## config.mk

```make
export PLATFORM = sky130hd
export DESIGN_NAME = rota_verici
export DESIGN_NICKNAME = d
export VERILOG_FILES = /design/src/rtl/rota_pkg.sv /design/src/rtl/rota_kodlayici.sv /design/src/rtl/rota_verici.sv
export SDC_FILE = /design/constraint.sdc
export NUM_CORES = 1
export LEC_CHECK = 0
export ABC_AREA = 1
export CAP_MARGIN = 25
export CORE_MARGIN = 3
export CORE_UTILIZATION = 53
export DETAILED_ROUTE_END_ITERATION = 8
export PLACE_DENSITY = 0.81
export SLEW_MARGIN = 10
export SYNTH_ARGS = -nofsm -noshare
export SYNTH_HDL_FRONTEND = slang
export SYNTH_SLANG_ARGS = --single-unit
```

## constraint.sdc

```tcl
create_clock -name clk -period 3.2 [get_ports clk]
set_input_delay 0.48 -clock clk [delete_from_list [all_inputs] [get_ports clk]]
set_output_delay 0.48 -clock clk [all_outputs]
set_load 0.02 [all_outputs]
```

## src/rtl/rota_pkg.sv

```systemverilog
// Shared constants for the route-code serial transmitter: legal codes,
// frame line levels and FSM state encoding.
package rota_pkg;

    localparam logic [5:0] ROTA_0 = 6'b111000;
    localparam logic [5:0] ROTA_1 = 6'b100011;
    localparam logic [5:0] ROTA_2 = 6'b100101;
    localparam logic [5:0] ROTA_3 = 6'b100110;

    localparam logic START_SEVIYE = 1'b0;
    localparam logic STOP_SEVIYE  = 1'b1;
    localparam int   VERI_BIT     = 6;

    typedef enum logic [1:0] {
        S_IDLE  = 2'd0,
        S_START = 2'd1,
        S_DATA  = 2'd2,
        S_STOP  = 2'd3
    } durum_t;

endpackage

```

## src/rtl/rota_kodlayici.sv

```systemverilog
// Maps a 2-bit route selector onto one of the four codes the route checker
// accepts. Purely combinational.
module rota_kodlayici
    import rota_pkg::*;
(
    input  logic [1:0] i_rota_sec,
    output logic [5:0] o_kod
);

    always_comb begin
        o_kod = ROTA_0;
        case (i_rota_sec)
            2'd0: o_kod = ROTA_0;
            2'd1: o_kod = ROTA_1;
            2'd2: o_kod = ROTA_2;
            2'd3: o_kod = ROTA_3;
            default: o_kod = ROTA_0;
        endcase
    end

endmodule

```

## src/rtl/rota_verici.sv

```systemverilog
// Framed serial transmitter for route codes: start bit, 6 data bits MSB first,
// stop bit, each held BIT_CYCLES clocks, with ready/start handshake.
module rota_verici
    import rota_pkg::*;
#(
    parameter int BIT_CYCLES = 4
) (
    input  logic       clk,
    input  logic       rst_n,
    input  logic       gonder,
    input  logic [1:0] rota_sec,
    output logic       hazir,
    output logic       mesgul,
    output logic       seri_cikis,
    output logic       bitti,
    output logic [5:0] rota_kodu
);

    localparam logic [7:0] CYC_SON = 8'(BIT_CYCLES - 1);
    localparam logic [2:0] BIT_SON = 3'(VERI_BIT - 1);

    durum_t     r_durum;
    logic [7:0] r_cyc;
    logic [2:0] r_bit;
    logic [5:0] r_shift;
    logic [5:0] r_kod;
    logic       r_seri;
    logic       r_bitti;
    logic       r_hazir;

    logic [5:0] w_kod;
    logic       w_son;

    rota_kodlayici u_kodlayici (
        .i_rota_sec (rota_sec),
        .o_kod      (w_kod)
    );

    assign w_son = (r_cyc == CYC_SON);

    always_ff @(posedge clk or negedge rst_n) begin
        if (!rst_n) begin
            r_durum <= S_IDLE;
            r_cyc   <= 8'd0;
            r_bit   <= 3'd0;
            r_shift <= 6'd0;
            r_kod   <= 6'd0;
            r_seri  <= STOP_SEVIYE;
            r_bitti <= 1'b0;
            r_hazir <= 1'b1;
        end else begin
            r_bitti <= 1'b0;
            case (r_durum)
                S_IDLE: begin
                    if (gonder) begin
                        r_kod   <= w_kod;
                        r_shift <= w_kod;
                        r_seri  <= START_SEVIYE;
                        r_hazir <= 1'b0;
                        r_cyc   <= 8'd0;
                        r_bit   <= 3'd0;
                        r_durum <= S_START;
                    end
                end
                S_START: begin
                    if (w_son) begin
                        r_cyc   <= 8'd0;
                        r_bit   <= 3'd0;
                        r_seri  <= r_shift[5];
                        r_shift <= {r_shift[4:0], 1'b0};
                        r_durum <= S_DATA;
                    end else begin
                        r_cyc <= r_cyc + 8'd1;
                    end
                end
                S_DATA: begin
                    if (w_son) begin
                        r_cyc <= 8'd0;
                        if (r_bit == BIT_SON) begin
                            r_seri  <= STOP_SEVIYE;
                            r_durum <= S_STOP;
                        end else begin
                            r_bit   <= r_bit + 3'd1;
                            r_seri  <= r_shift[5];
                            r_shift <= {r_shift[4:0], 1'b0};
                        end
                    end else begin
                        r_cyc <= r_cyc + 8'd1;
                    end
                end
                S_STOP: begin
                    // Ready again in the bitti cycle so a new request can be taken at once.
                    if (w_son) begin
                        r_cyc   <= 8'd0;
                        r_bitti <= 1'b1;
                        r_hazir <= 1'b1;
                        r_durum <= S_IDLE;
                    end else begin
                        r_cyc <= r_cyc + 8'd1;
                    end
                end
                default: r_durum <= S_IDLE;
            endcase
        end
    end

    assign hazir      = r_hazir;
    assign mesgul     = ~r_hazir;
    assign seri_cikis = r_seri;
    assign bitti      = r_bitti;
    assign rota_kodu  = r_kod;

endmodule

```

---- Yosys cells after proc, flatten, opt, wreduce, memory -nomap -nowiden ----
Index checks and enable logic that the tools add are counted.
cells by class
  eq/ne operators ......................... 14
  muxes and demuxes ....................... 29
  bitwise gates (word level) .............. 1
  $add $sub $neg .......................... 2
  reduce and logical (&&, ||, !) cells .... 10
operators with widths
  kind                                                  number
  2-to-1 mux 6 bit                                      4
  case mux 6 bit (4 select lines)                       1
  case mux 6 bit (3 select lines)                       1
  2-to-1 mux 8 bit                                      2
  case mux 8 bit (2 select lines)                       1
  2-to-1 mux 3 bit                                      4
  inequality test 2 bit (second input constant)         6
  2-to-1 mux 2 bit                                      5
  AND reduction 5 bit                                   2
  case mux 3 bit (3 select lines)                       1
  adder 8 x 1 -> 8 bit (second input constant)          1
  equality test 2 bit (second input constant)           4
  equality test 8 x 2 -> 1 bit (second input constant)  1
  case mux 2 bit (4 select lines)                       1
  2-to-1 mux 1 bit                                      7
  equality test 2 x 1 -> 1 bit (second input constant)  2
  logical NOT 2 bit                                     2
  AND reduction 4 bit                                   1
  adder 3 x 1 -> 3 bit (second input constant)          1
  equality test 3 bit (second input constant)           1
  case mux 1 bit (3 select lines)                       1
  AND reduction 3 bit                                   1
  nonzero test 3 bit                                    1
  OR reduction 3 bit                                    1
  4 further kinds                                       4
word-level totals
  register bits after elaboration ......... 28
  input bits .............................. 5
  word-level logic and storage cells ...... 64
  output and inout bits ................... 10

---- Longest topological paths before layout ----
Gate-level depths: netlist of run 1.
  depth after elaboration ................. 4
  gate-level depth with buffers ........... 9
  depth with buffers taken out ............ 8

---- Hierarchy ----
Synthesis of run 1 repeated with hierarchy kept, for this count alone.
second synthesis, totals
  cells, all modules ...................... 203
  area total of the unflattened synthesis .. 1,644.1 µm²
by module, submodules not included
  module          times used  cells each  seq. area each (µm²)  area each (µm²)
  rota_verici     1           191         703.2                 1,554.0
  rota_kodlayici  1           12          0.0                   90.1

---- Worst setup path before layout of run 1 ----
OpenSTA, ideal clock, no wires.
  kind .................................... register -> register
  start point ............................. reg r_durum[0]
  end point ............................... reg r_bit[1]
  period minus slack after synthesis ...... 1,494 ps
  setup slack ............................. 1,706 ps
  data required time ...................... 3,083 ps
  library setup time ...................... 117 ps
  data arrival time ....................... 1,377 ps
  path buffers ............................ 1
  stages on the path, launching flop included .. 10
  path through ............................ dfrtp_1 > inv_1 > ha_1 > nand3_1 > nand2_1 > inv_1 > nand3_4 > buf_6 > nand2_2 > o21ai_2
on the way
  word-level cells in the longest chain between the ends .. 3
  elaborated cells between the ends (all ways) .. 10
  those cells by class .................... eq/ne (6); mux (1); reduce/logical (3)
RTL lines
  item                                                                          line               source
  from (decl)                                                                   rota_verici.sv:22  durum_t r_durum;
  from (signal assigned)                                                        rota_verici.sv:43  r_durum <= S_IDLE;
  from (signal assigned)                                                        rota_verici.sv:62  r_durum <= S_START;
  from (signal assigned)                                                        rota_verici.sv:71  r_durum <= S_DATA;
  equality test 2 bit, or another cell as far along                             rota_verici.sv:53  case (r_durum)
  inequality test 2 bit (no source line) or nonzero test 3 bit (tied branches)  n/a
  AND reduction 5 bit (no source line)                                          n/a
  to (signal assigned)                                                          rota_verici.sv:83  r_bit <= r_bit + 3'd1;
  to (decl)                                                                     rota_verici.sv:24  logic [2:0] r_bit;
Several ways; a longest one is shown, not always the timed one.
A chain may end at the register's enable or synchronous reset.

---- Worst setup path after layout of run 1 ----
  start point ............................. reg r_seri (netlist: seri_cikis)
  end point ............................... out seri_cikis
RTL lines
  item                    line               source
  from (decl)             rota_verici.sv:27  logic r_seri;
  from (signal assigned)  rota_verici.sv:69  r_seri <= r_shift[5];
  from (signal assigned)  rota_verici.sv:84  r_seri <= r_shift[5];
  to (decl)               rota_verici.sv:14  output logic seri_cikis,
No word-level cell between the ends.

==> qor.csv, run 1 <==
metric,value,unit
status,"finished, final reports clean",
rsz0062_at_grt,false,
ys_types,26,
ys_ff_latch,27,
dp_slack,1.12,ns
final_cell_mix,"nand2_1, dfrtp_1, inv_1",
end_kind,primary output,
ir_drop,0.591,mV
syn_inst,182,
fin_ws,1.23,ns
grt_usage,18.9,%
finalCoreUtilization,62.9,%
initial_utilization,56.1,%
avgSynthCellArea,8.57,um^2
area_delta_synth_final,12.2,%
vias_per_cell,5.28,
fin_area,1750,um^2
place_hpwl,2220,um
slew_violations,0,
required,2.72,ns
postCtsSetupBuffers,0,
syn_nets,200,
drv_cap,0,
clockBufferDepth,2,
fillers,239,
path_buf_inv,1,
diodes,0,
critPathTopFamily,buffers and inverters,
leakage,0.845,nW
ios,15,
drt_first_pass_iters,4,
holdWs,0.477,ns
fin_nets,217,
cts_root_buf,clkbuf_4,
relSlewSlack,67.2,%
fp.dieW,60.2,um
cellPowerDensity,839,nW/um^2
max_freq,508,MHz
r2r_cells,6,
slowest_stage,clkdlybuf4s50_1,
critPathKind,reg -> out,
drc,0,
first_global_vias,1191,
synthesis.area,1560,um^2
worst_pin_slew,0.492,ns
yosysSeqAreaShare,43.5,%
drtIter0Drc,50,
fin_worst_skew,0.0136,ns
clock_latency,0.34,ns
cts_tree,built,
antenna_found_initial,0,
routabilityCongestion,0.875,
route.antenna.remaining_nets,0,
vias,1210,
dpl_cell_area,1720,um^2
cts_inserted_buffers,3,
layout.cells.most_common,nand2_1,
dp_cells,225,
clk_pin_slew,0.15,ns
path_depth,1,
numClockSinks,27,
die_h,60.2,um
slowest_delay,0.59,ns
core,2780,um^2
drive_above_1_share,15.7,%
setup_violations,0,
grt_pass1_wl,5110,um
grt_max_degree,28,
cp.arrival,1.49,ns
wl,2910,um
min_period,1.97,ns
core.rowCount,19,
cts_htree_levels,1,
holdBufCountCts,0,
final-hold-violation-count,0,
worstHoldPathType,reg -> reg,
timing.final.crit_share,61.5,%
cts_resized,0,
ys_warn_count,0,
finalNonFillerCells,229,
holdPathStages,2,
startpoint_type,flop,
path_cells,clkdlybuf4s50_1,
crit_path_max_fanout,2,
numPortBuffers,14,
power,1.47,mW
grt.overflow.total,0,
routedWlPerCell,12.7,um
dieArea,3630,um^2
fin_tns_setup,0,ns
==> kinds of logic (layout without fill, tap and decap cells) <==
logic type,after synthesis,in the layout,synth area share (%)
fa+ha+maj,13,13,10.4
xor+xnor,1,1,0.562
buf+inv,27,43,7.30
mux,1,1,0.642
compound gates,29,29,12.2
flops,27,27,43.5
simple gates,84,84,25.4
==> cells in the mapped netlist <==
cell      n  area [um^2]
a21oi_1   9         45.0
buf_2     1         5.00
buf_4     1         7.51
buf_6     1         11.3
dfrtp_1  25          626
dfstp_2   2         52.6
ha_1     13          163
inv_1    21         78.8
inv_2     3         11.3
mux2i_1   1         10.0
nand2_1  46          173
nand2_2   3         18.8
nand2_4   1         11.3
nand3_1   2         10.0
nand3_4   1         17.5
nand4_1   6         37.5
nor2_1   14         52.6
nor2_2    1         6.26
nor2_4    1         11.3
nor3_1    2         10.0
nor3b_1   3         22.5
o21ai_0  10         50.1
o21ai_2   9         78.8
o21ai_4   1         16.3
or2_2     4         25.0
xor2_1    1         8.76
==> final cells by class <==
type                            instances  area, um^2  share of cell area, %
Clock buffer                            3        22.5                   1.29
Timing Repair Buffer                   15         148                   8.44
Clock inverter                          1        5.00                  0.286
Tap cell                               31        38.8                   2.22
Multi-Input combinational cell        128         767                   43.8
Inverter                               24        90.1                   5.15
Sequential cell                        27         678                   38.8
==> layer usage <==
layer / GRT usage [%] / wire (um) / vias up
met5: 0 / 0 / -
met4: 7.59 / 48 / 0
met3: 2.81 / 92 / 4
met2: 32.7 / 1510 / 19
met1: 23.3 / 1260 / 576
li1: - / - / 611
==> power breakdown <==
part           internal [mW]  switching (mW)
logic                  0.297           0.504
clock network         0.0470           0.104
registers              0.445          0.0690
total                  0.790           0.677
==> worst paths after layout <==
check,start,to,slack (ns)
max reg2reg,r_durum[0],r_cyc[7],1.31
min,seri_cikis,seri_cikis,0.48
min in group asynchronous,rst_n,r_bit[0],0.49
max,seri_cikis,seri_cikis,1.23
min reg2reg,seri_cikis,seri_cikis,0.48
max in group asynchronous,rst_n,seri_cikis,2.41
==> state kept, by name (all words and copies together), names as in the netlist <==
signal      count
bitti           1
hazir           1
r_bit           3
r_cyc           8
r_durum         2
r_shift         6
rota_kodu       5
seri_cikis      1
Note: power is estimated with default switching activity, not from simulation.
==> inputs of run 2 (changes only) <==
Clock period 3.2 ns to 1.95 ns, I/O delays scaled along.
==> qor.csv, run 2 (synthesis results as in run 1) <==
metric,value,unit,change
status,"finished, final reports clean",,unchanged
critPathTopFamily,buffers and inverters,,unchanged
relSlewSlack,77.6,%,was 67.2%
layout.cells.most_common,nand2_1,,unchanged
grt_pass1_wl,4860,um,was 5110 um
numPortBuffers,14,,unchanged
critPathKind,reg -> out,,unchanged
startpoint_type,flop,,unchanged
ir_drop,0.797,mV,was 0.591 mV
final-hold-violation-count,0,,unchanged
clockBufferDepth,2,,unchanged
slew_violations,0,,unchanged
vias,1197,,"was 1,210"
drv_cap,0,,unchanged
holdBufCountCts,0,,unchanged
grt_max_degree,28,,unchanged
fp.dieW,60.2,um,unchanged
ff2ff_setup_slack,0.25,ns,was 1.31 ns
worst_pin_slew,0.332,ns,was 0.492 ns
dieArea,3630,um^2,unchanged
core.rowCount,19,,unchanged
cts_htree_levels,1,,unchanged
r2r-start,r_durum[0],,unchanged
fin_area,1760,um^2,was 1750 um^2
path_buf_inv,1,,unchanged
routedWlPerCell,12.0,um,was 12.7 um
die_h,60.2,um,unchanged
fin_tns_setup,0,ns,unchanged
power,2.43,mW,was 1.47 mW
end_kind,primary output,,unchanged
fin_nets,218,,was 217
slowest_delay,0.59,ns,about the same
area_delta_synth_final,13.2,%,was 12.2%
critPathLaunch,seri_cikis,,unchanged
worstHoldPathType,in -> async,,was reg -> reg
final_cell_mix,"nand2_1, dfrtp_1, inv_1",,unchanged
fin_worst_skew,0.00484,ns,was 0.0136 ns
timing.rr.end,r_shift[1],,was r_cyc[7]
crit_path_max_fanout,2,,unchanged
drtIter0Drc,51,,was 50
drc,0,,unchanged
drt_first_pass_iters,4,,unchanged
path_depth,1,,unchanged
timing.final.crit_share,90.8,%,
cts_tree,built,,unchanged
cp.arrival,1.48,ns,was 1.49 ns
diodes,0,,unchanged
route.antenna.remaining_nets,0,,unchanged
min_period,1.77,ns,
slowest_stage,clkdlybuf4s50_1,,unchanged
numClockSinks,27,,unchanged
routabilityCongestion,0.879,,was 0.875
vias_per_cell,5.20,,was 5.28
grt.overflow.total,0,,unchanged
r2r_cells,8,,was 6
cts_inserted_buffers,3,,unchanged
leakage,0.845,nW,about the same
place_hpwl,2160,um,was 2220 um
dpl_cell_area,1730,um^2,was 1720 um^2
required,1.66,ns,was 2.72 ns
wl,2760,um,was 2910 um
first_global_vias,1192,,"was 1,191"
postCtsSetupBuffers,0,,unchanged
ios,15,,unchanged
cts_resized,0,,unchanged
path_cells,clkdlybuf4s50_1,,unchanged
cellPowerDensity,1380,nW/um^2,was 839 nW/um^2
initial_utilization,56.1,%,unchanged
largest_register_ffs,8,,unchanged
core,2780,um^2,unchanged
setup_violations,0,,unchanged
max_freq,565,MHz,
top_register,r_cyc,,unchanged
cts_root_buf,clkbuf_4,,unchanged
drive_above_1_share,17.1,%,was 15.7%
grt_usage,17.6,%,was 18.9%
clock_latency,0.33,ns,was 0.34 ns
antenna_found_initial,0,,unchanged
rsz0062_at_grt,false,,unchanged
clk_pin_slew,0.15,ns,about the same
run 2: changes by cell type in the layout (fill, tap and decap cells not counted), sizes merged:
cell,previous run,this run
buf,1,2
clkinv,1,0
clkinvlp,0,1
run 2: cell type report:
cell class / count / area [um^2]
flip-flops and latches: 27 / 679
inverters: 24 / 90.1
clock inverters: 1 / 7.51
well taps: 31 / 38.8
multi-input cells: 128 / 771
clock buffers: 3 / 22.5
repair buffers: 16 / 155
fillers: 234 / 1020
run 2: power breakdown:
group	leakage, nW	total [mW]	internal [mW]	switching, mW
Clock	0.0139	0.248	0.0785	0.170
Sequential	0.344	0.850	0.733	0.117
Combinational	0.487	1.33	0.499	0.830
run 2: how the worst max path moves through the flow:
stage / to / slack (ns)
floorplan: r_bit[1] / 0.46
global placement: r_cyc[6] / 0.25
detailed placement: r_cyc[6] / 0.20
CTS: seri_cikis / 0.17
global route: r_cyc[7] / 0.05
finish: seri_cikis / 0.18
run 2: metal layers:
| layer | wire, um | global-route usage (%) | up-vias |
|---|---|---|---|
| met5 | 0 | 0 | - |
| met4 | 49 | 7.91 | 0 |
| met3 | 63 | 1.51 | 6 |
| met2 | 1350 | 30.2 | 14 |
| met1 | 1300 | 22.3 | 565 |
| li1 | - | - | 612 |
run 2: stage by stage:
stage | hold WS, ns | worst slack [ns] | utilization [%] | std cells
6_report | 0.307 | 0.180 | 63.4 | 230
5_1_grt | 0.326 | 0.0527 | 63.4 | 230
4_1_cts | 0.317 | 0.169 | 63.2 | 230
3_5_place_dp | 0.457 | 0.197 | 62.2 | 226
3_3_place_gp | 0.456 | 0.246 | 62.2 | 226
2_1_floorplan | -0.00309 | 0.456 | - | 182
